### config.mk
export PLATFORM = sky130hd
export DESIGN_NAME = wb_port_arbiter
export DESIGN_NICKNAME = d
export VERILOG_FILES = /design/src/rtl/wb_port_arbiter.sv
export SDC_FILE = /design/constraint.sdc
export NUM_CORES = 1
export LEC_CHECK = 0
export ABC_AREA = 1
export BUFFER_PORTS_ARGS = -buffer_cell sky130_fd_sc_hd__buf_2
export CORE_ASPECT_RATIO = 0.6
export CORE_MARGIN = 2
export CORE_UTILIZATION = 45
export CTS_BUF_LIST = sky130_fd_sc_hd__clkbuf_8
export CTS_CLUSTER_DIAMETER = 150
export DETAILED_ROUTE_END_ITERATION = 8
export HOLD_SLACK_MARGIN = 0.15
export PLACE_DENSITY = 0.93
export RECOVER_POWER = 100
export SETUP_SLACK_MARGIN = 0.1
export SLEW_MARGIN = 40
export SYNTH_ARGS = -nofsm -noshare
export SYNTH_HDL_FRONTEND = slang
export SYNTH_SLANG_ARGS = --single-unit
### constraint.sdc
create_clock -name clk -period 3.5 [get_ports clk]
set_clock_uncertainty 0.2 [all_clocks]
set_input_delay 0.7 -clock clk [delete_from_list [all_inputs] [get_ports clk]]
set_output_delay 0.7 -clock clk [all_outputs]
set_load 0.1 [all_outputs]
### src/rtl/wb_port_arbiter.sv
// Writeback port arbiter: three sources (ALU, load, multiply) share one
// register-file write path through a one-entry registered output slot.
// Default build arbitrates round-robin; define WB_FIXED_PRIO_EN for fixed
// priority src0 > src1 > src2 (no round-robin pointer).
// Beats addressed to x0 are accepted but never enter the slot.
module wb_port_arbiter #(
    parameter int unsigned DW = 32,
    parameter int unsigned AW = 5
) (
    input  logic          clk,
    input  logic          rst_n,
    input  logic          src0_valid,
    input  logic [DW-1:0] src0_data,
    input  logic [AW-1:0] src0_rd,
    output logic          src0_ready,
    input  logic          src1_valid,
    input  logic [DW-1:0] src1_data,
    input  logic [AW-1:0] src1_rd,
    output logic          src1_ready,
    input  logic          src2_valid,
    input  logic [DW-1:0] src2_data,
    input  logic [AW-1:0] src2_rd,
    output logic          src2_ready,
    output logic          wb_valid,
    output logic [DW-1:0] wb_data,
    output logic [AW-1:0] wb_rd,
    output logic [1:0]    wb_sel,
    input  logic          wb_ready
);

    typedef enum logic [0:0] {StEmpty, StFull} state_e;

    state_e        state_q, state_d;
    logic [DW-1:0] data_q, data_d;
    logic [AW-1:0] rd_q, rd_d;
    logic [1:0]    sel_q, sel_d;

    logic [2:0]    valid_vec;
    logic [2:0]    ready_vec;
    logic [1:0]    win_idx;
    logic [DW-1:0] win_data;
    logic [AW-1:0] win_rd;
    logic          slot_free;
    logic          accept;
    logic          drop;

    assign valid_vec = {src2_valid, src1_valid, src0_valid};
    // A full slot is free when it drains this same cycle.
    assign slot_free = (state_q == StEmpty) || wb_ready;
    // rst_n gating keeps every ready low while reset is asserted.
    assign accept    = rst_n && slot_free && (|valid_vec);

`ifdef WB_FIXED_PRIO_EN
    // Fixed-priority winner select: lowest index wins.
    always_comb begin
        win_idx = 2'd2;
        if (src1_valid) win_idx = 2'd1;
        if (src0_valid) win_idx = 2'd0;
    end
`else
    logic [1:0] rr_last_q, rr_last_d;

    // Round-robin winner select, searching from the source after rr_last.
    always_comb begin
        win_idx = 2'd0;
        case (rr_last_q)
            2'd0: begin
                if (src1_valid)      win_idx = 2'd1;
                else if (src2_valid) win_idx = 2'd2;
                else                 win_idx = 2'd0;
            end
            2'd1: begin
                if (src2_valid)      win_idx = 2'd2;
                else if (src0_valid) win_idx = 2'd0;
                else                 win_idx = 2'd1;
            end
            default: begin
                if (src0_valid)      win_idx = 2'd0;
                else if (src1_valid) win_idx = 2'd1;
                else                 win_idx = 2'd2;
            end
        endcase
    end

    assign rr_last_d = accept ? win_idx : rr_last_q;

    // Round-robin pointer; reset to 2 so src0 is searched first.
    always_ff @(posedge clk or negedge rst_n) begin
        if (!rst_n) begin
            rr_last_q <= 2'd2;
        end else begin
            rr_last_q <= rr_last_d;
        end
    end
`endif

    // One-hot ready to the winner only.
    always_comb begin
        ready_vec = 3'b000;
        if (accept) ready_vec[win_idx] = 1'b1;
    end

    assign src0_ready = ready_vec[0];
    assign src1_ready = ready_vec[1];
    assign src2_ready = ready_vec[2];

    // Winning beat datapath mux.
    always_comb begin
        win_data = src0_data;
        win_rd   = src0_rd;
        case (win_idx)
            2'd1: begin
                win_data = src1_data;
                win_rd   = src1_rd;
            end
            2'd2: begin
                win_data = src2_data;
                win_rd   = src2_rd;
            end
            default: begin
                win_data = src0_data;
                win_rd   = src0_rd;
            end
        endcase
    end

    assign drop = (win_rd == '0);

    // Slot next state: load on a non-x0 accept, otherwise drain or hold.
    always_comb begin
        state_d = state_q;
        data_d  = data_q;
        rd_d    = rd_q;
        sel_d   = sel_q;
        if (accept && !drop) begin
            state_d = StFull;
            data_d  = win_data;
            rd_d    = win_rd;
            sel_d   = win_idx;
        end else if ((state_q == StFull) && wb_ready) begin
            state_d = StEmpty;
        end
    end

    // Output slot registers; a held beat is discarded on reset.
    always_ff @(posedge clk or negedge rst_n) begin
        if (!rst_n) begin
            state_q <= StEmpty;
            data_q  <= '0;
            rd_q    <= '0;
            sel_q   <= 2'b00;
        end else begin
            state_q <= state_d;
            data_q  <= data_d;
            rd_q    <= rd_d;
            sel_q   <= sel_d;
        end
    end

    assign wb_valid = (state_q == StFull);
    assign wb_data  = data_q;
    assign wb_rd    = rd_q;
    assign wb_sel   = sel_q;

endmodule

==> summary.txt, run 1 <==
STA
  • Total negative slack: 0 ns
  • Slew Viols, Final: 43
  • Slew HR: -49.7%
  • Fmax: ~0.32 GHz
  • Final Hold Fails: 0
  • Final setup violation count: 0
  • RSZ-0062 raised after global routing: no
  • Worst-Margin Slew: 2.25 ns
  • Post-layout minimum cycle time: 3.16 ns
  • Final cycle utilization of the critical path: between 90% and 100%

Synth
  • Count leader, synth: nand2_1
  • Yosys warns: 0
  • Mapped cell area: 2630 um2
  • Commonest cells in the netlist: nand2_1 (135), a21oi_1 (64), nand3_1 (42)
  • Flops & latches, synth: 42
  • Synth top area cells: dfrtp_1 (39%), nand2_1 (19%), a21oi_1 (12%)
  • FFs w/ async S/R, synth: 100%
  • Net Count, Synth: a little over 500
  • Cell taking the most area after synthesis: dfrtp_1
  • Synth top area share: 39.0%
  • Number of enable flip-flop cells after synthesis: 0
  • Netlist cell types: 26
  • Sequential share of the synthesized area: 40.0%
  • Syn Inst Count: approximately 380
  • Mean Syn Cell Area: 6.85 um2
  • Synth Flop Type: dfrtp_1

Worst setup path
  • Worst path required time: approximately 2.6 ns
  • Worst path most repeated cell: inv_1
  • Cell Chain, Critical Path: buf_2, inv_1, nand2_1, o221ai_1, buf_4, ha_1, inv_1, nor2_1, buf_12
  • Worst stage delay on the critical path: 0.36 ns
  • Arr. time, crit path: ~2.3 ns
  • Crit Path Class: primary input to output port
  • CP endpoint kind: output port
  • R2r worst-path depth: 11
  • Crit path max-delay cell type: ha_1
  • CP max FO: 7
  • Startpoint Class: primary input

Detailed routing
  • Post-DRT Antenna Nets: 0
  • Avg Vias per Cell: 4.98
  • WL per Instance: 13.7 um
  • DR iter-0 viols: 148
  • # DRC: 0
  • Detailed Route WL: 8500 um
  • Vias: 3082
  • First drt pass iteration count: 4

Layout
  • Layout cells sized above 1: 27.8%
  • Area of the multi-input gates: 1360 um2
  • Antenna cells: 0
  • Fillcell total: 559
  • Synthesis-to-layout area growth: 35.9%
  • Sequential Area: between 1000 and 1500 um2
  • Final net count: 658

Min path
  • Hold path cells: 2
  • Min-Delay Path Class: flop to flop

Die
  • Die ar.: 6490 um2
  • Die Y: 63.2 um
  • Io pins: 160
  • Initial core utilization: between 40% and 50%
  • Die X: 103 um
  • Placeable core region: 5600 um2
  • Placement row count: 21

GRT
  • First-pass GRT wire length: 13000 um
  • Gr ovfl total: 0
  • Initial antenna violation count: 0
  • Pin count of the biggest net entering global routing: 43
  • Tot GR Track Use: 25.8%
  • Vias in the first global route: 2844

CTS
  • CTS sink count: 42
  • # Post-CTS Setup Buffers: 0
  • Worst-skew pair later-pin latency: about 0.28 ns
  • Clock slew at reported path FFs: approximately 0.08 ns
  • Post-CTS resize count: 0
  • Clock tree buffer depth: 2
  • Clk Tree Root Cell: clkbuf_8
  • Deepest level of the CTS H-tree: 2
  • Total CTS buffers: 5
  • CTS tree: yes
  • Post-CTS Hold Buffers: 0

Place
  • # port buffers: ~160
  • Dpl hpwl: 6370 um
  • RD Place Congestion: 0.881

Job
  • Max-Cap Viols: 1

Status
  • Status: finished with violations
  • Failing checks: capacitance limit, slew limit
==> final timing paths <==
path,startpoint,to,slack (ns)
worst max-delay path,src0_valid,src1_ready,0.34
worst min-delay path,wb_data[11],wb_data[11],0.27
worst max register to register,rr_last_q[1],wb_data[27],0.41
worst min register to register,wb_data[11],wb_data[11],0.27
max in group asynchronous,rst_n,rr_last_q[0],0.76
min in group asynchronous,rst_n,wb_data[26],1.06
==> through the flow <==
| stage | utilization, % | hold slack (ns) | instances | instance area, um2 | setup slack [ns] |
|---|---|---|---|---|---|
| floorplan | - | 0.204 | 384 | 2640 | 0.0153 |
| global placement | 63.0 | 0.250 | 610 | 3520 | 0.154 |
| detailed placement | 63.2 | 0.253 | 611 | 3540 | 0.0128 |
| CTS | 65.1 | 0.274 | 619 | 3650 | 0.276 |
| global route | 63.8 | 0.296 | 619 | 3570 | 0.176 |
| finish | 63.8 | 0.273 | 619 | 3570 | 0.337 |
==> worst max-delay path, delay by kind of cell <==
kind,cells,cell delay (ns)
and+or+nand+nor,2,0.28
buffers and inverters,5,0.68
AOI/OAI and AO/OA,1,0.24
adders and majority gates,1,0.36
==> cell type report <==
cell class,instances,share of cell area [%]
clock inverter,3,1.05
tap,80,2.80
clock buffer,5,1.93
multi-input combinational,298,38.2
sequential,42,29.4
timing repair buffer,173,24.7
inverter,18,1.89
==> cells in the final DEF, fill, tap and decap left out, drive strengths merged <==
cell    instances
dfrtp          41
buf           129
ha              3
dfstp           1
o221ai          1
a21oi          64
clkbuf         49
o21ai           3
nor3            1
o21bai          1
o211ai          1
nand2         137
nor2           38
nand3          43
bufinv          1
or2             5
o31ai           1
inv            20
==> sequential cells by signal, indices dropped and copies added, names as in the netlist <==
register	flops
rr_last_q	2
wb_rd	5
wb_sel	2
wb_data	32
wb_valid	1
==> kinds of logic after synthesis <==
kind of cell | count (synthesis) | synth area share (%)
AND/OR/NAND/NOR | 224 | 35.5
AO/OA/AOI/OAI | 71 | 14.4
buffers and inverters | 44 | 8.66
flip-flops | 42 | 40.0
adder cells (fa/ha/maj) | 3 | 1.43
==> layer usage <==
layer / global-route usage, % / up-vias / part of all wire (%)
li1: - / 1545 / -
met1: 32.2 / 1390 / 42
met3: 5.33 / 10 / 8.8
met4: 7.33 / 0 / 1.2
met5: 0 / - / 0
met2: 45.0 / 137 / 48
Power of run 1 is not shown: default switching activity piles up to over one toggle a cycle in this logic, so the estimate is an artifact.
==> inputs of run 2 (changes only) <==
Settings changed: ABC_AREA 1 to unset, CELL_PAD_IN_SITES_DETAIL_PLACEMENT set to 0, CELL_PAD_IN_SITES_GLOBAL_PLACEMENT set to 1, CORE_UTILIZATION 45 to 31, PLACE_DENSITY 0.93 to 0.92.
==> run 2 against run 1 <==
  * The run still ends with capacitance limit, slew limit left
  * Non-clock buffer count unchanged
  * Setup slack worse by 0.15 ns
  * Clock-buffer cell count up 1
  * Die area rose by 35%
  * Critical path depth did not move
==> summary.txt, run 2 <==
Synth
  • Synth Flop Type: dfrtp_1
  • Cell taking the most area after synthesis: dfrtp_1
  • Number of enable flip-flop cells after synthesis: 0 (unchanged)
  • Synth top area cells: dfrtp_1 (41%), a22oi_1 (11%), mux2_4 (9.7%)
  • Mapped cell area: 2470 um2 (-5.9%)
  • Yosys warns: 0 (unchanged)
  • Count leader, synth: dfrtp_1
  • FFs w/ async S/R, synth: 100% (unchanged)
  • Netlist cell types: 29 (+12%)
  • Commonest cells in the netlist: dfrtp_1 (41), a21oi_1 (36), a22oi_1 (36), nor2_1 (36), mux2_2 (18)
  • Flops & latches, synth: 42 (unchanged)
  • Syn Inst Count: 246 (-36%)
  • Mean Syn Cell Area: 10.1 um2 (+47%)
  • Net Count, Synth: 366 (-27%)
  • Sequential share of the synthesized area: 42.5% (+2.5 points)
  • Synth top area share: 41.5% (+2.4 points)

Worst setup path
  • Reg2Reg Setup Slack: 0.28 ns (-0.13 ns)
  • Arr. time, crit path: 2.41 ns (+0.15 ns)
  • Cell Chain, Critical Path: buf_2, nand2b_1, o21ai_0, a22oi_1, clkbuf_1, ha_1, buf_6, and2_2, buf_12
  • Worst stage delay on the critical path: 0.35 ns (about the same)
  • R2r endpoint: wb_data[19]
  • CP endpoint kind: output port
  • R2r worst-path depth: 11 (unchanged)
  • Startpoint Class: primary input
  • Crit Path Class: primary input to output port
  • Worst path required time: 2.60 ns (about the same)
  • CP max FO: 25 (+18)
  • Critical R2R Launch: rr_last_q[1]
  • Crit path max-delay cell type: ha_1

STA
  • Hold slack: 0.293 ns (+0.0209 ns)
  • Final cycle utilization of the critical path: 94.6% (+4.2 points)
  • Final setup violation count: 0 (unchanged)
  • Final Hold Fails: 0 (unchanged)
  • Worst-Margin Slew: 2.27 ns (+0.0219 ns)
  • Total negative slack: 0 ns (unchanged)
  • RSZ-0062 raised after global routing: yes
  • Slew Viols, Final: 43 (unchanged)
  • Fmax: 0.302 GHz (-4.5%)
  • Post-layout minimum cycle time: 3.31 ns (+0.149 ns)
  • Slew HR: -51.1% (-1.5 points)

Detailed routing
  • First drt pass iteration count: 4 (unchanged)
  • WL per Instance: 14.2 um (+3.4%)
  • Detailed Route WL: 7300 um (-14%)
  • Avg Vias per Cell: 4.82 (-3.3%)
  • Post-DRT Antenna Nets: 0 (unchanged)
  • Vias: 2475 (-20%)
  • # DRC: 0 (unchanged)
  • DR iter-0 viols: 128 (-14%)

Layout
  • Antenna cells: 0 (unchanged)
  • Final net count: 526 (-20%)
  • Synthesis-to-layout area growth: 39.0%
  • Layout cells sized above 1: 39.4% (+12 points)
  • Most common cell after layout, fill and taps aside: buf_2
  • Max reg flops: 32 (unchanged)
  • Most frequent cells in the layout: buf_2 (115), clkbuf_1 (43), dfrtp_1 (41)

Die
  • Initial core utilization: 31.6% (-15 points)
  • Die ar.: 8730 um2 (+35%)
  • Placeable core region: 7820 um2 (+40%)
  • Io pins: 160 (unchanged)
  • Placement row count: 25 (+19%)
  • Die X: 119 um (+16%)
  • Die Y: 73.2 um (+16%)

GRT
  • First-pass GRT wire length: 11200 um (-14%)
  • Gr ovfl total: 0 (unchanged)
  • Vias in the first global route: 2291 (-19%)
  • Initial antenna violation count: 0 (unchanged)
  • Tot GR Track Use: 16.2% (-9.6 points)
  • Pin count of the biggest net entering global routing: 49 (+14%)

Place
  • RD Place Congestion: 0.820 (-7.0%)
  • # port buffers: 159 (unchanged)
  • Dpl hpwl: 5550 um (-13%)

Min path
  • Hold Path End: wb_data[22]
  • Hold path cells: 1 (-1)
  • Worst hold start: wb_data[22]
  • Min-Delay Path Class: flop to flop

Job
  • Max-Cap Viols: 1 (unchanged)

Status
  • Status: finished with violations
  • Failing checks: capacitance limit, slew limit

CTS
  • Worst-skew pair later-pin latency: 0.28 ns (about the same)
  • Clock slew at reported path FFs: 0.08 ns (about the same)
  • Deepest level of the CTS H-tree: 2 (unchanged)
  • Clock tree buffer depth: 2 (unchanged)
  • Clk Tree Root Cell: clkbuf_8
  • # Post-CTS Setup Buffers: 0 (unchanged)
  • CTS tree: yes
  • Total CTS buffers: 5 (unchanged)
  • CTS sink count: 42 (unchanged)
  • Post-CTS Hold Buffers: 0 (unchanged)
## run 2: cell types whose count changed in the layout (fill, tap and decap cells not counted), sizes merged, moves of 3 or more
cell   before  now
nand2     137    6
nand3      43    0
a22oi       0   36
mux2        0   34
a21oi      64   37
inv        20    7
o21ai       3    8
or2         5    0
and2        0    3
## run 2: routing by layer
metal  share of wire [%]  GRT usage, %
met1                  48          22.3
met4                0.33          2.75
met3                 7.8          3.98
met5                   0             0
met2                  44          26.4
## run 2: final cells by class
cell class	instances	area [um2]
inverter	7	26.3
sequential	42	1050
tap	108	135
clock inverter	1	30.0
fill	818	4380
clock buffer	6	82.6
multi-input combinational	177	1230
timing repair buffer	173	880
## run 2: critical path: cells and delay by family
| kind | cells | cell delay (ns) |
|---|---|---|
| AOI/OAI and AO/OA | 2 | 0.26 |
| adders and majority gates | 1 | 0.35 |
| buffers and inverters | 4 | 0.75 |
| and+or+nand+nor | 2 | 0.33 |
## run 2: per-stage QoR
stage	cell area (um2)	util [%]	worst slack, ns	std cells
2_1_floorplan	2470	-	0.131	246
3_3_place_gp	3450	44.1	0.152	507
3_5_place_dp	3450	44.1	0.0585	507
4_1_cts	3560	45.5	0.129	514
5_1_grt	3440	44.0	0.0496	514
6_report	3440	44.0	0.189	514
## run 2: worst max-delay path by stage
stage | cells after the start | slack [ns] | to | startpoint
2_1_floorplan | 8 | 0.13 | src1_ready | src0_valid
6_report | 9 | 0.19 | src2_ready | src0_valid
4_1_cts | 9 | 0.13 | src2_ready | src0_valid
3_5_place_dp | 12 | 0.06 | wb_data[1] | src0_valid
3_3_place_gp | 12 | 0.15 | wb_data[1] | src0_valid
5_1_grt | 9 | 0.05 | src2_ready | src0_valid
## run 2: cells by family after synthesis
| logic type | count (synthesis) | synth area share (%) |
|---|---|---|
| buffers and inverters | 27 | 5.82 |
| AOI/OAI and AO/OA | 89 | 23.0 |
| and+or+nand+nor | 49 | 8.40 |
| adders and majority gates | 3 | 1.52 |
| DFF | 42 | 42.5 |
| muxes | 36 | 18.7 |
## run 2: timing repair
action	in CTS	in global routing
setup endpoints to repair	0	2
resized for setup	0	2
hold endpoints to repair	0	0
Power of run 2 is left out for the same reason.
==> inputs of run 3 (changes only) <==
--- a/config.mk
+++ b/config.mk
@@ -7,3 +7,2 @@
 export LEC_CHECK = 0
-export BUFFER_PORTS_ARGS = -buffer_cell sky130_fd_sc_hd__buf_2
 export CELL_PAD_IN_SITES_DETAIL_PLACEMENT = 0
@@ -12,3 +11,3 @@
 export CORE_MARGIN = 2
-export CORE_UTILIZATION = 31
+export CORE_UTILIZATION = 45
 export CTS_BUF_LIST = sky130_fd_sc_hd__clkbuf_8
@@ -16,4 +15,5 @@
 export DETAILED_ROUTE_END_ITERATION = 8
+export DONT_BUFFER_PORTS = 1
 export HOLD_SLACK_MARGIN = 0.15
-export PLACE_DENSITY = 0.92
+export PLACE_DENSITY = 0.89
 export RECOVER_POWER = 100
==> constraint.sdc (replaced) <==
create_clock -name clk -period 3.5 [get_ports clk]
set_clock_uncertainty 0.2 [all_clocks]
set_input_delay 0 -clock clk [delete_from_list [all_inputs] [get_ports clk]]
set_output_delay 0 -clock clk [all_outputs]
set_load 0.1 [all_outputs]
==> run 3 against run 2 <==
  * The run still ends with capacitance limit, slew limit left
  * Register-to-register slack got worse by 0.02 ns
  * Clock-buffer cell count rose by 2
  * Hold slack got worse by 0.13 ns
  * Setup slack gained 0.075 ns
  * Final cell count is 22% lower
  * Sequential share of layout area fell by 0.34 points
  * Via count shrank 8.2%
  * Critical path depth grew 3
==> summary.txt, run 3 (same netlist as run 2, synthesis figures left out) <==
CTS
  • Clock slew at reported path FFs: 0.08 ns (about the same)
  • CTS sink count: 42 (unchanged)
  • Clk Tree Root Cell: clkbuf_8
  • Total CTS buffers: 5 (unchanged)
  • CTS tree: yes
  • Clock tree buffer depth: 2 (unchanged)
  • Deepest level of the CTS H-tree: 2 (unchanged)
  • Worst-skew pair later-pin latency: 0.28 ns (about the same)

Layout
  • Most frequent cells in the layout: dlygate4sd3_1 (83), dfrtp_1 (41), a21oi_1 (36), nor2_1 (36), a22oi_1 (36)
  • Non-filler instance count after layout: 400 (-22%)
  • Synthesis-to-layout area growth: 40.6%
  • Fillcell total: 431 (-47%)
  • Max reg flops: 32 (unchanged)
  • Layout cells sized above 1: 14.4% (-25 points)
  • Final Core Density: 67.1% (+23 points)
  • Antenna cells: 0 (unchanged)
  • Final net count: 453 (-14%)
  • Area of the multi-input gates: 1240 um2 (+0.71%)
  • Sequential Area: 1050 um2 (unchanged)
  • Most common cell after layout, fill and taps aside: dlygate4sd3_1

GRT
  • Pin count of the biggest net entering global routing: 45 (-8.2%)
  • Tot GR Track Use: 25.6% (+9.4 points)
  • Initial antenna violation count: 0 (unchanged)
  • Vias in the first global route: 2376 (+3.7%)
  • Gr ovfl total: 0 (unchanged)
  • First-pass GRT wire length: 11900 um (+6.9%)

Detailed routing
  • Vias: 2272 (-8.2%)
  • First drt pass iteration count: 4 (unchanged)
  • # DRC: 0 (unchanged)
  • Detailed Route WL: 7700 um (+5.6%)
  • Avg Vias per Cell: 5.68 (+18%)
  • WL per Instance: 19.3 um (+36%)
  • Post-DRT Antenna Nets: 0 (unchanged)
  • DR iter-0 viols: 83 (-35%)

Worst setup path
  • Worst stage delay on the critical path: 0.56 ns (+0.21 ns)
  • CP endpoint kind: flop
  • Crit Path Class: flop to flop
  • R2r worst-path depth: 12 (+1)
  • Crit path max-delay cell type: dfstp_2
  • Worst path most repeated cell: a21oi_1
  • Cell Chain, Critical Path: nand2b_1, a21oi_1, a21oi_1, inv_1, ha_1, buf_4, a22o_1, mux2i_1, and4bb_1, a21oi_4, buf_12, mux2_1
  • R2r endpoint: wb_data[24]
  • Reg2Reg Setup Slack: 0.26 ns (-0.02 ns)
  • CP max FO: 23 (-8.0%)
  • Worst path required time: 3.47 ns (+0.87 ns)
  • Arr. time, crit path: 3.20 ns (+0.79 ns)
  • Critical R2R Launch: rr_last_q[1]
  • Startpoint Class: flop

Status
  • Status: finished with violations
  • Failing checks: capacitance limit, slew limit

STA
  • Worst-Margin Slew: 1.93 ns (-0.341 ns)
  • Final cycle utilization of the critical path: 92.5% (-2.1 points)
  • RSZ-0062 raised after global routing: no
  • Final worst slack: 0.264 ns (+0.0751 ns)
  • Fmax: 0.309 GHz (+2.3%)
  • Final setup violation count: 0 (unchanged)
  • Total negative slack: 0 ns (unchanged)
  • Slew Viols, Final: 53 (+23%)
  • Slew HR: -30.0% (+21 points)
  • Final Hold Fails: 0 (unchanged)
  • Post-layout minimum cycle time: 3.24 ns (-0.0751 ns)

Die
  • Die ar.: 6130 um2 (-30%)
  • Die X: 99.7 um (-16%)
  • Initial core utilization: 47.8% (+16 points)
  • Die Y: 61.4 um (-16%)
  • Io pins: 160 (unchanged)
  • Placement row count: 20 (-20%)
  • Placeable core region: 5180 um2 (-34%)

Place
  • # port buffers: 0 (-100%)
  • Worst slack, placed: 0.313 ns (+0.254 ns)
  • Dpl hpwl: 4530 um (-18%)
  • Placed Cells incl. Taps: 307 (-39%)
  • RD Place Congestion: 0.870 (+6.2%)

Min path
  • Worst hold start: src0_rd[3]
  • Min-Delay Path Class: primary input to flop
  • Hold Path End: wb_rd[0]
  • Hold path cells: 6 (+5)

Job
  • Max-Cap Viols: 2 (+1)
run 3: worst max path at each step:
stage | cells past startpoint | startpoint | slack (ns) | endpoint
5_1_grt | 12 | rr_last_q[1] | 0.07 | wb_data[4]
3_5_place_dp | 10 | rr_last_q[1] | 0.31 | wb_data[4]
2_1_floorplan | 12 | rr_last_q[1] | 0.64 | wb_data[17]
4_1_cts | 12 | rr_last_q[1] | 0.30 | wb_rd[0]
3_3_place_gp | 10 | rr_last_q[1] | 0.34 | wb_data[9]
6_report | 12 | rr_last_q[1] | 0.26 | wb_data[24]
run 3: per-layer routing:
| layer | GRT usage (%) | up-vias | share of wire (%) |
|---|---|---|---|
| li1 | - | 1067 | - |
| met1 | 29.3 | 1076 | 39 |
| met2 | 47.2 | 114 | 50 |
| met3 | 8.06 | 15 | 9.2 |
| met4 | 8.41 | 0 | 1.5 |
| met5 | 0 | - | 0 |
run 3: final cells by class:
cell class                 instances  share of cell area (%)
inverter                           7                   0.756
clock buffer                       8                    3.17
tap                               66                    2.37
sequential                        42                    30.3
timing repair buffer             100                    27.7
multi-input combinational        177                    35.7
run 3: what timing repair did:
action,4_1_cts,5_1_grt
hold buffers,85,0
endpoints found under the setup margin,0,27
endpoints found under the hold margin,84,0
buffers inserted,0,0
gates resized for setup,0,1
run 3: per-stage QoR:
step,hold WS (ns),instance area (um2)
6_report,0.165,3480
5_1_grt,0.198,3480
4_1_cts,0.157,3610
3_5_place_dp,-0.494,2620
3_3_place_gp,-0.494,2560
2_1_floorplan,-0.496,2470
run 3: critical path, delay by kind of cell, from the launching register on:
kind / cells / cell delay, ns
AO/OA/AOI/OAI: 4 / 0.61
buffers and inverters: 3 / 0.58
flip-flops: 1 / 0.56
multiplexers: 2 / 0.49
AND/OR/NAND/NOR: 2 / 0.39
adder cells (fa/ha/maj): 1 / 0.27
Power of run 3 is left out for the same reason.
